**src/rtl/udma_pkg.sv**
```systemverilog
// Shared uDMA channel types and widths, extended with the linear address generator's
// state and beat-step types.
package udma_pkg;

  localparam int L2_AWIDTH_NOAL = 21;
  localparam int TRANS_SIZE     = 20;

  typedef logic [L2_AWIDTH_NOAL-1:0] ch_addr_t;
  typedef logic [TRANS_SIZE-1:0]     ch_transize_t;
  typedef logic [TRANS_SIZE-1:0]     ch_bytesleft_t;
  typedef logic [1:0]                ch_datasize_t;
  typedef logic [2:0]                ch_step_t;

  typedef enum logic {ADDRGEN_IDLE, ADDRGEN_RUN} ch_addrgen_state_t;

  // Datasize codes 2 and 3 both mean a 4-byte beat.
  function automatic ch_step_t datasize_to_step(input ch_datasize_t ds);
    ch_step_t step;
    case (ds)
      2'd0:    step = 3'd1;
      2'd1:    step = 3'd2;
      2'd2:    step = 3'd4;
      default: step = 3'd4;
    endcase
    return step;
  endfunction

endpackage

```
**src/rtl/udma_ch_addrgen.sv**
```systemverilog
// Linear uDMA channel address generator: per-beat address/bytes-left tracking with one
// queued (shadow) transfer and optional auto-reload of the last loaded config.
module udma_ch_addrgen
  import udma_pkg::*;
#(
  parameter int L2_AWIDTH_NOAL = udma_pkg::L2_AWIDTH_NOAL,
  parameter int TRANS_SIZE     = udma_pkg::TRANS_SIZE
) (
  input  logic                      clk_i,
  input  logic                      rst_i,
  input  logic [L2_AWIDTH_NOAL-1:0] cfg_startaddr_i,
  input  logic [TRANS_SIZE-1:0]     cfg_size_i,
  input  logic [1:0]                cfg_datasize_i,
  input  logic                      cfg_continuous_i,
  input  logic                      cfg_en_i,
  input  logic                      cfg_clr_i,
  input  logic                      xfer_i,
  output logic [L2_AWIDTH_NOAL-1:0] ch_addr_o,
  output logic [TRANS_SIZE-1:0]     ch_bytes_left_o,
  output logic [1:0]                ch_datasize_o,
  output logic                      ch_busy_o,
  output logic                      ch_pending_o,
  output logic                      ch_last_o,
  output logic                      ch_evt_o
);

  ch_addrgen_state_t         state_r;
  logic [L2_AWIDTH_NOAL-1:0] addr_r, reload_addr_r, shadow_addr_r, ld_addr_s, addr_inc_s;
  logic [TRANS_SIZE-1:0]     left_r, reload_size_r, shadow_size_r, ld_size_s, left_dec_s, step_ext_s;
  ch_datasize_t              dsize_r, shadow_dsize_r, ld_dsize_s;
  logic                      cont_r, shadow_cont_r, ld_cont_s;
  logic                      pending_r, busy_r, evt_r;
  ch_step_t                  step_s;
  logic                      last_s, en_ok_s, done_s;

  // Beat arithmetic and completion detection from the active registers.
  always_comb begin
    step_s     = datasize_to_step(dsize_r);
    step_ext_s = TRANS_SIZE'(step_s);
    addr_inc_s = addr_r + L2_AWIDTH_NOAL'(step_s);
    last_s     = busy_r & (left_r <= step_ext_s);
    left_dec_s = (left_r > step_ext_s) ? (left_r - step_ext_s) : {TRANS_SIZE{1'b0}};
    en_ok_s    = cfg_en_i & (cfg_size_i != {TRANS_SIZE{1'b0}});
    done_s     = xfer_i & last_s;
  end

  // A fresh config arriving on the completion cycle bypasses the shadow and wins over it.
  always_comb begin
    if (en_ok_s) begin
      ld_addr_s  = cfg_startaddr_i;
      ld_size_s  = cfg_size_i;
      ld_dsize_s = cfg_datasize_i;
      ld_cont_s  = cfg_continuous_i;
    end else begin
      ld_addr_s  = shadow_addr_r;
      ld_size_s  = shadow_size_r;
      ld_dsize_s = shadow_dsize_r;
      ld_cont_s  = shadow_cont_r;
    end
  end

  // Channel state machine with active, shadow and reload register groups.
  always_ff @(posedge clk_i) begin
    if (rst_i) begin
      state_r        <= ADDRGEN_IDLE;
      addr_r         <= {L2_AWIDTH_NOAL{1'b0}};
      left_r         <= {TRANS_SIZE{1'b0}};
      dsize_r        <= 2'd0;
      cont_r         <= 1'b0;
      reload_addr_r  <= {L2_AWIDTH_NOAL{1'b0}};
      reload_size_r  <= {TRANS_SIZE{1'b0}};
      shadow_addr_r  <= {L2_AWIDTH_NOAL{1'b0}};
      shadow_size_r  <= {TRANS_SIZE{1'b0}};
      shadow_dsize_r <= 2'd0;
      shadow_cont_r  <= 1'b0;
      pending_r      <= 1'b0;
      busy_r         <= 1'b0;
      evt_r          <= 1'b0;
    end else if (cfg_clr_i) begin
      state_r   <= ADDRGEN_IDLE;
      addr_r    <= {L2_AWIDTH_NOAL{1'b0}};
      left_r    <= {TRANS_SIZE{1'b0}};
      pending_r <= 1'b0;
      busy_r    <= 1'b0;
      evt_r     <= 1'b0;
    end else begin
      evt_r <= 1'b0;
      case (state_r)
        ADDRGEN_IDLE: begin
          if (en_ok_s) begin
            addr_r        <= ld_addr_s;
            left_r        <= ld_size_s;
            dsize_r       <= ld_dsize_s;
            cont_r        <= ld_cont_s;
            reload_addr_r <= ld_addr_s;
            reload_size_r <= ld_size_s;
            state_r       <= ADDRGEN_RUN;
            busy_r        <= 1'b1;
          end
        end
        ADDRGEN_RUN: begin
          if (done_s) begin
            evt_r     <= 1'b1;
            pending_r <= 1'b0;
            if (en_ok_s || pending_r) begin
              addr_r        <= ld_addr_s;
              left_r        <= ld_size_s;
              dsize_r       <= ld_dsize_s;
              cont_r        <= ld_cont_s;
              reload_addr_r <= ld_addr_s;
              reload_size_r <= ld_size_s;
            end else if (cont_r) begin
              addr_r <= reload_addr_r;
              left_r <= reload_size_r;
            end else begin
              addr_r  <= addr_inc_s;
              left_r  <= left_dec_s;
              state_r <= ADDRGEN_IDLE;
              busy_r  <= 1'b0;
            end
          end else begin
            if (xfer_i) begin
              addr_r <= addr_inc_s;
              left_r <= left_dec_s;
            end
            if (en_ok_s) begin
              shadow_addr_r  <= cfg_startaddr_i;
              shadow_size_r  <= cfg_size_i;
              shadow_dsize_r <= cfg_datasize_i;
              shadow_cont_r  <= cfg_continuous_i;
              pending_r      <= 1'b1;
            end
          end
        end
        default: begin
          state_r   <= ADDRGEN_IDLE;
          busy_r    <= 1'b0;
          pending_r <= 1'b0;
        end
      endcase
    end
  end

  assign ch_addr_o       = addr_r;
  assign ch_bytes_left_o = left_r;
  assign ch_datasize_o   = dsize_r;
  assign ch_busy_o       = busy_r;
  assign ch_pending_o    = pending_r;
  assign ch_last_o       = last_s;
  assign ch_evt_o        = evt_r;

endmodule
```
**config.mk**
```make
export PLATFORM = sky130hd
export DESIGN_NAME = udma_ch_addrgen
export DESIGN_NICKNAME = d
export VERILOG_FILES = /design/src/rtl/udma_pkg.sv /design/src/rtl/udma_ch_addrgen.sv
export SDC_FILE = /design/constraint.sdc
export NUM_CORES = 1
export LEC_CHECK = 0
export CAP_MARGIN = 25
export CELL_PAD_IN_SITES_DETAIL_PLACEMENT = 0
export CELL_PAD_IN_SITES_GLOBAL_PLACEMENT = 1
export CORE_MARGIN = 2
export CORE_UTILIZATION = 44
export DETAILED_ROUTE_END_ITERATION = 10
export PLACE_DENSITY = 0.87
export SYNTH_ARGS = -nofsm -noshare
export SYNTH_HDL_FRONTEND = slang
export SYNTH_SLANG_ARGS = --single-unit
export TNS_END_PERCENT = 20
```
**constraint.sdc**
```tcl
create_clock -name clk_i -period 6.3 [get_ports clk_i]
set_clock_uncertainty 0.05 [all_clocks]
set_input_delay 0.63 -clock clk_i [delete_from_list [all_inputs] [get_ports clk_i]]
set_output_delay 0.63 -clock clk_i [all_outputs]
set_load 0.1 [all_outputs]
```
# Yosys cells after proc, flatten, opt, wreduce, memory -nomap -nowiden
# Cells that the tools add are included.
[classes] add_sub_neg=2 mul=0 n_div=0 n_lt_le_gt_ge=2 n_eq_ne=7 shift=0 muxes=44 bitwise=6 reduce_logical=11
[op_table] op="2-to-1 mux 20 bit" count=9
[op_table] op="2-to-1 mux 21 bit" count=8
[op_table] op="one-hot mux 21 bit (2 select lines)" count=2
[op_table] op="one-hot mux 20 bit (2 select lines)" count=2
[op_table] op="adder 21 x 3 -> 21 bit" count=1
[op_table] op="greater-than comparator 20 x 3 -> 1 bit" count=1
[op_table] op="<= comparator 20 x 3 -> 1 bit" count=1
[op_table] op="nonzero test 20 bit" count=1
[op_table] op="subtractor 20 x 3 -> 20 bit" count=1
[op_table] op="2-to-1 mux 1 bit" count=14
[op_table] op="2-to-1 mux 2 bit" count=4
[op_table] op="AND reduction 4 bit" count=2
[op_table] op="inequality test 2 bit (second input constant)" count=3
[op_table] op="one-hot mux 1 bit (2 select lines)" count=3
[op_table] op="one-hot mux 3 bit (2 select lines)" count=1
[op_table] op="inequality test 2 x 1 -> 1 bit (second input constant)" count=2
[op_table] op="one-hot mux 2 bit (2 select lines)" count=1
[op_table] op="AND reduction 2 bit" count=2
[op_table] op="bitwise AND 1 bit" count=3
[op_table] op="inequality test 3 x 2 -> 1 bit (second input constant)" count=1
[op_table] op="inverter 1 bit" count=3
[op_table] op="AND reduction 3 bit" count=1
[op_table] op="OR reduction 3 bit" count=1
[op_table] op="== test 2 x 1 -> 1 bit (second input constant)" count=1
[op_table] op="4 further kinds" count=4
[totals] reg_bits=133 latchBits=0 mem_bits_rw=0 rom_bits=0 in_bits=49 out_inout_bits=47 wordCells=86 mem_count=0

# Logic depth before layout (Yosys ltp)
# Gate-level depths: netlist (run 1).
[depth] word_depth=8 mapped_depth=13 mapped_depth_nobuf=11

# Least setup slack after synthesis (run 1)
# OpenSTA, ideal clock, no wires.
[synth_path] path_kind="flip-flop to flip-flop" start="register dsize_r[1], in the netlist ch_datasize_o[1]" end="register addr_r[3], in the netlist ch_addr_o[3]" arrival_ns=3.853 path_slack_ns=2.320 stages_incl_launch_ff=11 path_cell_list="dfxtp_1 inv_1 ha_1 nor2b_1 o21ai_0 and3_1 and4_1 buf_2 buf_1 a21oi_1 o22ai_1"
[synth_between] elab_chain_len=7
[synth_rtl] item="start, declared" line_no="udma_ch_addrgen.sv:30" source="ch_datasize_t dsize_r, shadow_dsize_r, ld_dsize_s;"
[synth_rtl] item="start signal, assigned" line_no="udma_ch_addrgen.sv:93" source="dsize_r <= ld_dsize_s;"
[synth_rtl] item="start signal, assigned" line_no="udma_ch_addrgen.sv:108" source="dsize_r <= ld_dsize_s;"
[synth_rtl] item="== test 2 x 1 -> 1 bit / zero test 2 bit (equally long branches)" line_no="udma_pkg.sv:19" source="case (ds)"
[synth_rtl] item="one-hot mux 3 bit (2 select lines) *" line_no="udma_pkg.sv:19"
[synth_rtl] item="<= comparator 20 x 3 -> 1 bit *" line_no="udma_ch_addrgen.sv:41" source="last_s = busy_r & (left_r <= step_ext_s);"
[synth_rtl] item="bitwise AND 1 bit *" line_no="udma_ch_addrgen.sv:41"
[synth_rtl] item="named net ch_last_o" line_no="udma_ch_addrgen.sv:23" source="output logic ch_last_o,"
[synth_rtl] item="bitwise AND 1 bit *" line_no="udma_ch_addrgen.sv:44" source="done_s = xfer_i & last_s;"
[synth_rtl] item="2-to-1 mux 21 bit / inequality test 3 x 2 -> 1 bit (equally long branches)"
[synth_rtl] item="one-hot mux 21 bit (2 select lines) / AND reduction 2 bit (equally long branches)"
[synth_rtl] item="end signal, assigned" line_no="udma_ch_addrgen.sv:91" source="addr_r <= ld_addr_s;"
[synth_rtl] item="end signal, assigned" line_no="udma_ch_addrgen.sv:106" source="addr_r <= ld_addr_s;"
[synth_rtl] item="end signal, assigned" line_no="udma_ch_addrgen.sv:113" source="addr_r <= reload_addr_r;"
[synth_rtl] item="end, declared" line_no="udma_ch_addrgen.sv:28" source="logic [L2_AWIDTH_NOAL-1:0] addr_r, reload_addr_r, shadow_addr_r, ld_addr_s, addr_inc_s;"
# The timed path passes the listed nets; every way through them passes the cells marked *. The select of a mux whose other input is x is not followed.
# A chain may end at the register's enable or synchronous reset.

# Final worst setup path (run 1)
[layout_path] start="register dsize_r[0], in the netlist ch_datasize_o[0]" end="output port ch_last_o"
[layout_between] elab_chain_len=4
[layout_rtl] item="== test 2 x 1 -> 1 bit / zero test 2 bit (equally long branches)" line_no="udma_pkg.sv:19"
[layout_rtl] item="one-hot mux 3 bit (2 select lines) *" line_no="udma_pkg.sv:19"
[layout_rtl] item="<= comparator 20 x 3 -> 1 bit *" line_no="udma_ch_addrgen.sv:41"
[layout_rtl] item="bitwise AND 1 bit *" line_no="udma_ch_addrgen.sv:41"
[layout_rtl] item="end, declared" line_no="udma_ch_addrgen.sv:23"
# Every way passes the cells marked *; elsewhere a longest branch is shown, timed or not.

==> flow_metrics.py, run 1 <==
metrics = {
    "place": {
        "io_buffers": 95,
        "gp_congestion": 0.889,
        "dpl.hpwl_mm": 13.8,
        "post_dp_cell_area_um2": 7670,
    },
    "power_and_ir_drop": {
        "p_per_area_nw_per_um2": 279,
        "p_total_uw": 2300,
        "ir_worst_vdd_uv": 193,
        "p_leak_uw": 0.00288,
    },
    "drt": {
        "postRouteAntennaNets": 0,
        "vias": 6361,
        "drtIter0Drc": 598,
        "first_pass_iters": 5,
        "wire_per_inst_um": 19.1,
        "routed_wirelength_mm": 20.4,
        "viasPerCell": 5.94,
        "drc": 0,
    },
    "clocking": {
        "cts_resized": 0,
        "numCtsBuffers": 17,
        "cts.sinks": 133,
        "root_buffer": "clkbuf_16",
        "clockBufferDepth": 2,
        "cts_max_level": 4,
        "postCtsSetupBuffers": 0,
        "cts_tree": "yes",
        "cts_hold_buf": 0,
        "clk_pin_slew_ps": 50,
        "clk_latency_ps": 420,
    },
    "cells_and_area": {
        "nets": 928,
        "drive_above_1_share": 0.0692,
        "fin_area_um2": 8250,
        "syn2layout_area_growth_pct": 23.6,
        "diodes": 0,
        "final_util": 0.548,
    },
    "global_routing": {
        "grt_use_met2": 0.366,
        "grt_max_degree": 91,
        "grt_pass1_vias": 5984,
        "use_met3": 0.0586,
        "grt_overflow": 0,
        "grt_first_pass_wirelength_mm": 32.4,
        "grt_use_total": 0.255,
        "use_met1": 0.380,
        "antenna_found_initial": 0,
        "grt.busiest_layer": "met1",
    },
    "yosys": {
        "synth_area_leaders": "dfxtp_1 40%, nand2_1 6.1%, a21oi_1 6.0%",
        "seq_area_frac_synth": 0.399,
        "yosys-top-cells-count": "133 x dfxtp_1, 108 x nand2_1, 93 x nor2_1",
        "synthCells": 805,
        "synth_top_area_share": 0.399,
        "synthFlopType": "dfxtp_1",
        "yosys.area.top_type": "dfxtp_1",
        "synth_edf_count": 0,
        "synth.avg_cell_area_um2": 8.29,
        "synth_warnings": 0,
        "yosysMostFrequentCell": "dfxtp_1",
        "synth-seq-cells": 133,
        "synth_nets": 862,
        "synthesis.area_um2": 6670,
        "synthArstFlopShare": 0,
        "yosysUniqueCellTypes": 62,
    },
    "timing": {
        "tightest_slew_ps": 1030,
        "rsz0062_at_grt": "no",
        "timing.final.crit_share": 0.647,
        "drv_slew": 0,
        "fin_crit_ps": 4070,
        "timing.fmax_mhz": 245,
        "relSlewSlack": 0.313,
        "fin_setup_tns_ps": 0,
        "setup_viol": 0,
        "hold_viol_final": 0,
    },
    "floorplanning": {
        "die_w_um": 127,
        "core_um2": 15000,
        "die_area_um2": 16200,
        "pin_count": 96,
        "dieHeight_um": 127,
        "start_util": 0.444,
        "rows": 45,
    },
    "critical_path": {
        "path_class": "flip-flop to output port",
        "crit_path_start_kind": "flip-flop",
        "cp_cell_sequence": "nor2_1 > ha_1 > fa_1 > nor2b_1 > o21ai_0 > and3_1 > clkdlybuf4s50_1",
        "slowest_delay_ps": 980,
        "worstPathMaxFanout": 4,
        "crit_slowest_cell": "clkdlybuf4s50_1",
        "worstPathArrival_ps": 3390,
        "cp.buffers_inverters": 1,
        "required_ps": 5620,
        "cp_top_family": "buffers and inverters",
        "endpoint_kind": "output port",
    },
    "run_status": {
        "outcome": "finished, final reports clean",
    },
    "run": {
        "drv_cap": 0,
    },
    "hold_path": {
        "hp-class": "flip-flop to flip-flop",
    },
}
-- worst register-to-register path: cells and delay by family, from the launching register on --
kind	cells	cell delay (ps)
AND/OR/NAND/NOR	5	1300
flip-flops	1	380
buffers and inverters	1	670
adder cells (fa/ha/maj)	2	440
AO/OA/AOI/OAI	2	730
multiplexers	1	310
-- registers in the layout, indices dropped and copies added, names as in the netlist --
| register | flops |
|---|---|
| ch_evt_o | 1 |
| reload_addr_r | 21 |
| ch_datasize_o | 2 |
| ch_busy_o | 1 |
| ch_addr_o | 21 |
| shadow_dsize_r | 2 |
| cont_r | 1 |
| ch_bytes_left_o | 20 |
| state_r | 1 |
| ch_pending_o | 1 |
| shadow_cont_r | 1 |
| reload_size_r | 20 |
| shadow_size_r | 20 |
| shadow_addr_r | 21 |
-- cell usage in the layout, fill, tap and decap left out, drive strengths merged, types with 11 or more instances in the layout --
cell / count
a211oi: 56
nand2: 108
a21oi: 80
mux2i: 40
nand3: 18
dfxtp: 133
o221ai: 11
clkdlybuf4s50: 94
o21ai: 43
clkbuf: 25
nor2: 93
nor4: 14
nor3: 15
buf: 13
-- routing by layer --
metal / share of wire / up-vias
li1: - / 3080
met1: 0.48 / 3018
met2: 0.43 / 242
met3: 0.078 / 21
met4: 0.011 / 0
met5: 0 / -
-- layout make-up --
type                            instances  area, um2
Inverter                               10       37.5
Sequential cell                       133       2660
Clock inverter                          5       75.1
Tap cell                              188        235
Fill cell                            1413       6790
Timing Repair Buffer                  107       1080
Multi-Input combinational cell        602       3680
Clock buffer                           25        475
-- per-stage QoR --
| step | hold slack [ps] | setup slack (ps) | cells |
|---|---|---|---|
| floorplan | 383 | 2320 | 805 |
| global placement | 389 | 2400 | 1038 |
| finish | 402 | 2230 | 1070 |
| CTS | 404 | 2290 | 1069 |
| global route | 423 | 2010 | 1070 |
| detailed placement | 396 | 2330 | 1039 |
-- report_power, final --
part	switching [uW]	internal (uW)	total (uW)
Clock	352	597	949
Combinational	287	150	437
Sequential	32.1	879	911
-- cells by family (layout without fill, tap and decap cells) --
| logic type | Yosys count | in the layout | synth area share |
|---|---|---|---|
| simple gates | 290 | 290 | 0.202 |
| xor+xnor | 14 | 14 | 0.0184 |
| fa+ha+maj | 8 | 8 | 0.0173 |
| flops | 133 | 133 | 0.399 |
| buf+inv | 70 | 147 | 0.0523 |
| mux | 42 | 42 | 0.0634 |
| compound gates | 248 | 248 | 0.248 |
-- final timing paths --
| check | from | endpoint | slack [ps] | depth (start not counted) |
|---|---|---|---|---|
| worst max-delay path | ch_datasize_o[0]$_SDFFE_PP0P_ | ch_last_o | 2230 | 7 |
| worst min-delay path | shadow_addr_r[16]$_SDFFE_PP0P_ | shadow_addr_r[16]$_SDFFE_PP0P_ | 400 | 2 |
| worst max register to register | ch_datasize_o[0]$_SDFFE_PP0P_ | reload_size_r[18]$_SDFFE_PP0P_ | 2290 | 11 |
| worst min register to register | shadow_addr_r[16]$_SDFFE_PP0P_ | shadow_addr_r[16]$_SDFFE_PP0P_ | 400 | 2 |
Note: power is estimated with default switching activity, not from simulation.
==> run 2, diff against run 1 <==
--- a/config.mk
+++ b/config.mk
@@ -9,9 +9,9 @@
 export CELL_PAD_IN_SITES_DETAIL_PLACEMENT = 0
 export CELL_PAD_IN_SITES_GLOBAL_PLACEMENT = 1
 export CORE_MARGIN = 2
-export CORE_UTILIZATION = 44
+export CORE_UTILIZATION = 41
 export DETAILED_ROUTE_END_ITERATION = 10
-export PLACE_DENSITY = 0.87
+export PLACE_DENSITY = 0.82
 export SYNTH_ARGS = -nofsm -noshare
 export SYNTH_HDL_FRONTEND = slang
 export SYNTH_SLANG_ARGS = --single-unit
==> constraint.sdc (replaced) <==
create_clock -name clk_i -period 4.03 [get_ports clk_i]
set_clock_uncertainty 0.05 [all_clocks]
set_input_delay 0.403 -clock clk_i [delete_from_list [all_inputs] [get_ports clk_i]]
set_output_delay 0.403 -clock clk_i [all_outputs]
set_load 0.1 [all_outputs]
==> flow_metrics.py, run 2 (synthesis gave the netlist of run 1 again) <==
metrics = {
    "clocking": {
        "cts_tree": "yes",
        "numCtsBuffers": 17,
        "postCtsSetupBuffers": 0,
        "cts.sinks": 133,
        "cts_hold_buf": 0,
        "clockBufferDepth": 2,
        "root_buffer": "clkbuf_16",
        "clk_pin_slew_ps": 60,
        "clk_latency_ps": 430,
        "cts_resized": 0,
        "cts_max_level": 4,
    },
    "cells_and_area": {
        "seq_area_um2": 2660,
        "fillCellCount": 1497,
        "multi_input_area_um2": 3680,
        "nets": 938,
        "stdcell_count": 1110,
        "drive_above_1_share": 0.0884,
        "diodes": 0,
        "syn2layout_area_growth_pct": 26.0,
        "mostFrequentLayoutCell": "dfxtp_1",
        "layout_common_cells": "133 x dfxtp_1, 108 x nand2_1, 93 x clkdlybuf4s50_1",
        "final_util": 0.529,
    },
    "floorplanning": {
        "core_um2": 15900,
        "dieHeight_um": 132,
        "rows": 46,
        "start_util": 0.420,
        "pin_count": 96,
        "die_area_um2": 17300,
        "die_w_um": 132,
    },
    "timing": {
        "timing.fmax_mhz": 295,
        "setup_viol": 0,
        "hold_viol_final": 0,
        "relSlewSlack": 0.337,
        "fin_setup_tns_ps": 0,
        "timing.final.crit_share": 0.842,
        "drv_slew": 0,
        "rsz0062_at_grt": "no",
        "fin_crit_ps": 3390,
        "tightest_slew_ps": 992,
    },
    "critical_path": {
        "worstPathMaxFanout": 33,
        "timing.rr.start": "ch_datasize_o[1]$_SDFFE_PP0P_",
        "crit_path_start_kind": "flip-flop",
        "startpoint": "ch_datasize_o[1]$_SDFFE_PP0P_",
        "reg2reg_to": "ch_datasize_o[1]$_SDFFE_PP0P_",
        "endpoint_kind": "flip-flop",
        "worstPathArrival_ps": 3660,
        "r2r_cells": 12,
        "r2r_setup_slack_ps": 640,
        "path_class": "flip-flop to flip-flop",
        "worstSetupEndpoint": "ch_datasize_o[1]$_SDFFE_PP0P_",
        "required_ps": 4300,
    },
    "drt": {
        "postRouteAntennaNets": 0,
        "first_pass_iters": 5,
        "routed_wirelength_mm": 20.9,
        "wire_per_inst_um": 18.8,
        "vias": 6468,
        "drtIter0Drc": 559,
        "drc": 0,
        "viasPerCell": 5.83,
    },
    "global_routing": {
        "grt_overflow": 0,
        "grt_use_total": 0.242,
        "antenna_found_initial": 0,
        "grt_max_degree": 90,
        "grt_first_pass_wirelength_mm": 33.4,
        "grt_pass1_vias": 6018,
    },
    "hold_path": {
        "hp-class": "input pin to flip-flop",
    },
    "place": {
        "gp_congestion": 0.888,
        "dp.cells": 1077,
        "io_buffers": 95,
        "dpl.hpwl_mm": 14.6,
    },
    "power_and_ir_drop": {
        "ir_worst_vdd_uv": 337,
        "p_leak_uw": 0.00295,
        "p_per_area_nw_per_um2": 435,
    },
    "run_status": {
        "outcome": "finished, final reports clean",
    },
    "run": {
        "drv_cap": 0,
    },
}
==> run 2: changes by cell type in the layout (fill, tap and decap cells not counted) <==
cell	delta
nor3b_2	+1
o21ai_2	+1
o21ai_4	-1
nor3b_1	-1
buf_4	+9
clkbuf_8	+2
clkdlybuf4s50_1	-1
clkinvlp_4	+2
buf_16	-1
clkbuf_1	-4
clkinv_2	+2
buf_12	+3
==> run 2: power breakdown <==
group | internal (uW) | switching (uW) | leakage [uW]
Combinational | 241 | 448 | 0.00158
Clock | 969 | 573 | 0.000289
Sequential | 1370 | 50.3 | 0.00108
==> run 2: layer usage <==
| layer | global-route usage | vias up | wire (um) |
|---|---|---|---|
| met1 | 0.367 | 3051 | 10100 |
| met4 | 0.0827 | 0 | 347 |
| met2 | 0.344 | 286 | 8830 |
| met5 | 0 | - | 0 |
| met3 | 0.0405 | 27 | 1550 |
| li1 | - | 3104 | - |
==> run 2: cell type report <==
class	instances	area share
clock buffers	23	0.0581
repair buffers	117	0.139
well taps	216	0.0322
multi-input cells	602	0.438
clock inverters	9	0.0119
flip-flops and latches	133	0.317
inverters	10	0.00447
==> run 2: worst min-delay path by stage <==
stage                                         from                               end  cells after the start
finish                                       rst_i     shadow_size_r[1]$_SDFFE_PP0P_                      3
global route                                 rst_i     shadow_size_r[1]$_SDFFE_PP0P_                      3
CTS                                          rst_i  ch_bytes_left_o[10]$_SDFFE_PP0P_                      4
detailed placement   shadow_addr_r[2]$_SDFFE_PP0P_     shadow_addr_r[2]$_SDFFE_PP0P_                      2
global placement     shadow_addr_r[2]$_SDFFE_PP0P_     shadow_addr_r[2]$_SDFFE_PP0P_                      2
floorplan           shadow_size_r[18]$_SDFFE_PP0P_    shadow_size_r[18]$_SDFFE_PP0P_                      2
==> run 2: worst max-delay path, stage by stage (launching register included) <==
cell and delay [ps]:
dfxtp_1 360, nor2_1 190, ha_1 220, fa_1 210
nor2b_1 90, o21ai_0 390, nand4_4 230, a22o_1 310
buf_4 210, nor3_4 190, buf_4 380, nor2_1 130
a311oi_2 330
==> run 2: through the flow <==
stage,power [uW],instance area (um2),worst slack (ps),hold WS [ps]
4_1_cts,3660,8380,648,367
2_1_floorplan,1920,6670,50.0,383
3_5_place_dp,2120,7790,595,398
5_1_grt,3800,8410,345,304
6_report,3650,8410,638,289
3_3_place_gp,2110,7790,541,391
==> run 3, diff against run 2 <==
--- a/config.mk
+++ b/config.mk
@@ -9,9 +9,9 @@
 export CELL_PAD_IN_SITES_DETAIL_PLACEMENT = 0
 export CELL_PAD_IN_SITES_GLOBAL_PLACEMENT = 1
 export CORE_MARGIN = 2
-export CORE_UTILIZATION = 41
+export CORE_UTILIZATION = 37
 export DETAILED_ROUTE_END_ITERATION = 10
-export PLACE_DENSITY = 0.82
+export PLACE_DENSITY = 0.79
 export SYNTH_ARGS = -nofsm -noshare
 export SYNTH_HDL_FRONTEND = slang
 export SYNTH_SLANG_ARGS = --single-unit
==> constraint.sdc (replaced) <==
create_clock -name clk_i -period 2.9 [get_ports clk_i]
set_clock_uncertainty 0.05 [all_clocks]
set_input_delay 0.29 -clock clk_i [delete_from_list [all_inputs] [get_ports clk_i]]
set_output_delay 0.29 -clock clk_i [all_outputs]
set_load 0.1 [all_outputs]
==> flow_metrics.py, run 3 (synthesis gave the netlist of run 1 again) <==
metrics = {
    "run_status": {
        "outcome": "finished, final reports clean",
    },
    "timing": {
        "relSlewSlack": 0.364,
        "hold_viol_final": 0,
        "fin_hold_ws_ps": 186,
        "drv_slew": 0,
        "timing.fmax_mhz": 357,
        "fin_crit_ps": 2800,
        "timing.final.crit_share": 0.966,
        "setup_viol": 0,
        "tightest_slew_ps": 954,
        "rsz0062_at_grt": "yes",
    },
    "floorplanning": {
        "die_w_um": 138,
        "core_um2": 17800,
        "dieHeight_um": 138,
        "pin_count": 96,
        "start_util": 0.374,
        "rows": 49,
        "die_area_um2": 19100,
    },
    "cells_and_area": {
        "diodes": 0,
        "syn2layout_area_growth_pct": 34.6,
        "layout_common_cells": "116 x buf_4, 108 x nand2_1, 106 x dfxtp_1",
        "seq_area_um2": 2710,
        "nets": 998,
        "multi_input_area_um2": 3780,
        "mostFrequentLayoutCell": "buf_4",
        "drive_above_1_share": 0.243,
        "fillCellCount": 1707,
    },
    "clocking": {
        "cts.sinks": 133,
        "clockBufferDepth": 2,
        "clk_latency_ps": 430,
        "numCtsBuffers": 17,
        "root_buffer": "clkbuf_16",
        "cts_hold_buf": 0,
        "cts_tree": "yes",
        "clk_pin_slew_ps": 60,
        "cts_max_level": 4,
    },
    "drt": {
        "viasPerCell": 5.52,
        "vias": 6520,
        "wire_per_inst_um": 18.0,
        "first_pass_iters": 5,
        "postRouteAntennaNets": 0,
        "drc": 0,
        "routed_wirelength_mm": 21.2,
        "drtIter0Drc": 655,
    },
    "critical_path": {
        "required_ps": 3190,
        "r2r_cells": 10,
        "worstPathMaxFanout": 27,
        "crit_top_cell": "buf_12",
        "path_class": "flip-flop to flip-flop",
        "cp_cell_sequence": "or3b_2 > nor4_4 > nand4_4 > a22o_4 > buf_12 > nor3_4 > buf_6 > buf_12 > nor2_1 > a211oi_2",
        "crit_slowest_cell": "or3b_2",
        "endpoint_kind": "flip-flop",
        "timing.rr.start": "ch_busy_o$_SDFFE_PP0P_",
        "worstPathArrival_ps": 3090,
        "crit_path_start_kind": "flip-flop",
        "r2r_setup_slack_ps": 100,
        "reg2reg_to": "reload_addr_r[12]$_SDFFE_PP0P_",
        "slowest_delay_ps": 510,
    },
    "power_and_ir_drop": {
        "power_frac_seq": 0.383,
        "clkPwrFrac": 0.405,
        "internal-power_uw": 3570,
        "ir_worst_vdd_uv": 446,
        "combinationalPowerShare": 0.212,
        "p_leak_uw": 0.00337,
        "switching_share": 0.305,
        "power_switching_uw": 1570,
        "p_per_area_nw_per_um2": 573,
        "p_total_uw": 5140,
    },
    "hold_path": {
        "holdPathStages": 2,
        "whs_endpoint": "reload_size_r[4]$_SDFFE_PP0P_",
        "hp-class": "input pin to flip-flop",
        "min-delay-start": "rst_i",
    },
    "global_routing": {
        "grt_overflow": 0,
        "antenna_found_initial": 0,
        "grt_use_total": 0.220,
        "grt_pass1_vias": 5876,
        "grt_max_degree": 82,
        "grt_first_pass_wirelength_mm": 33.6,
    },
    "place": {
        "dpl.hpwl_mm": 15.2,
        "gp_congestion": 0.849,
        "io_buffers": 95,
    },
    "run": {
        "drv_cap": 0,
    },
}
==> run 3: worst max-delay path by stage <==
stage | start | to
finish | ch_busy_o$_SDFFE_PP0P_ | reload_addr_r[12]$_SDFFE_PP0P_
global route | ch_datasize_o[1]$_SDFFE_PP0P_ | ch_bytes_left_o[18]$_SDFFE_PP0P_
CTS | ch_datasize_o[0]$_SDFFE_PP0P_ | ch_addr_o[18]$_SDFFE_PP0P_
detailed placement | cfg_size_i[12] | ch_datasize_o[1]$_SDFFE_PP0P_
global placement | cfg_size_i[12] | ch_datasize_o[1]$_SDFFE_PP0P_
floorplan | ch_datasize_o[1]$_SDFFE_PP0P_ | ch_bytes_left_o[14]$_SDFFE_PP0P_
==> run 3: per-layer routing <==
metal / part of all wire / track usage / vias to the layer above / wire [um]
met2: 0.41 / 0.291 / 233 / 8680
met5: 0 / 0 / - / 0
met3: 0.068 / 0.0523 / 18 / 1450
li1: - / - / 3221 / -
met4: 0.010 / 0.0526 / 0 / 212
met1: 0.51 / 0.351 / 3048 / 10900
==> run 3: per-stage QoR <==
| step | area [um2] | worst slack [ps] | setup TNS, ps | util | std cells |
|---|---|---|---|---|---|
| after global routing | 8980 | -60.7 | -312 | 0.503 | 1182 |
| after detailed placement | 8320 | 10.0 | 0 | 0.466 | 1150 |
| final | 8980 | 98.2 | 0 | 0.503 | 1182 |
| after floorplan | 6740 | 15.7 | 0 | - | 805 |
| after CTS | 8880 | 46.5 | 0 | 0.498 | 1181 |
| after global placement | 8320 | 12.7 | 0 | 0.466 | 1150 |
==> run 3: area by class of cell <==
cell class | instances | area share
Multi-Input combinational cell | 602 | 0.421
Sequential cell | 133 | 0.302
Timing Repair Buffer | 177 | 0.178
Clock buffer | 19 | 0.0517
Tap cell | 229 | 0.0319
Clock inverter | 12 | 0.0116
Inverter | 10 | 0.00418
==> run 3: power groups by stage <==
stage	sequential [uW]	clock [uW]	combinational, uW
floorplan	2160	0	509
global placement	2010	0	1050
detailed placement	2010	0	1050
CTS	1970	2110	1060
global route	1980	2200	1170
finish	1970	2080	1090
==> run 3: critical path: cells and delay by family, from the launching register on <==
| kind | cells | cell delay (ps) |
|---|---|---|
| buffers and inverters | 3 | 490 |
| flip-flops | 1 | 370 |
| AND/OR/NAND/NOR | 5 | 1300 |
| AO/OA/AOI/OAI | 2 | 490 |
==> run 3: timing repair <==
action / CTS / global route
gates resized for setup: 0 / 19
buffers inserted: 0 / 1
endpoints found under the setup margin: 0 / 25
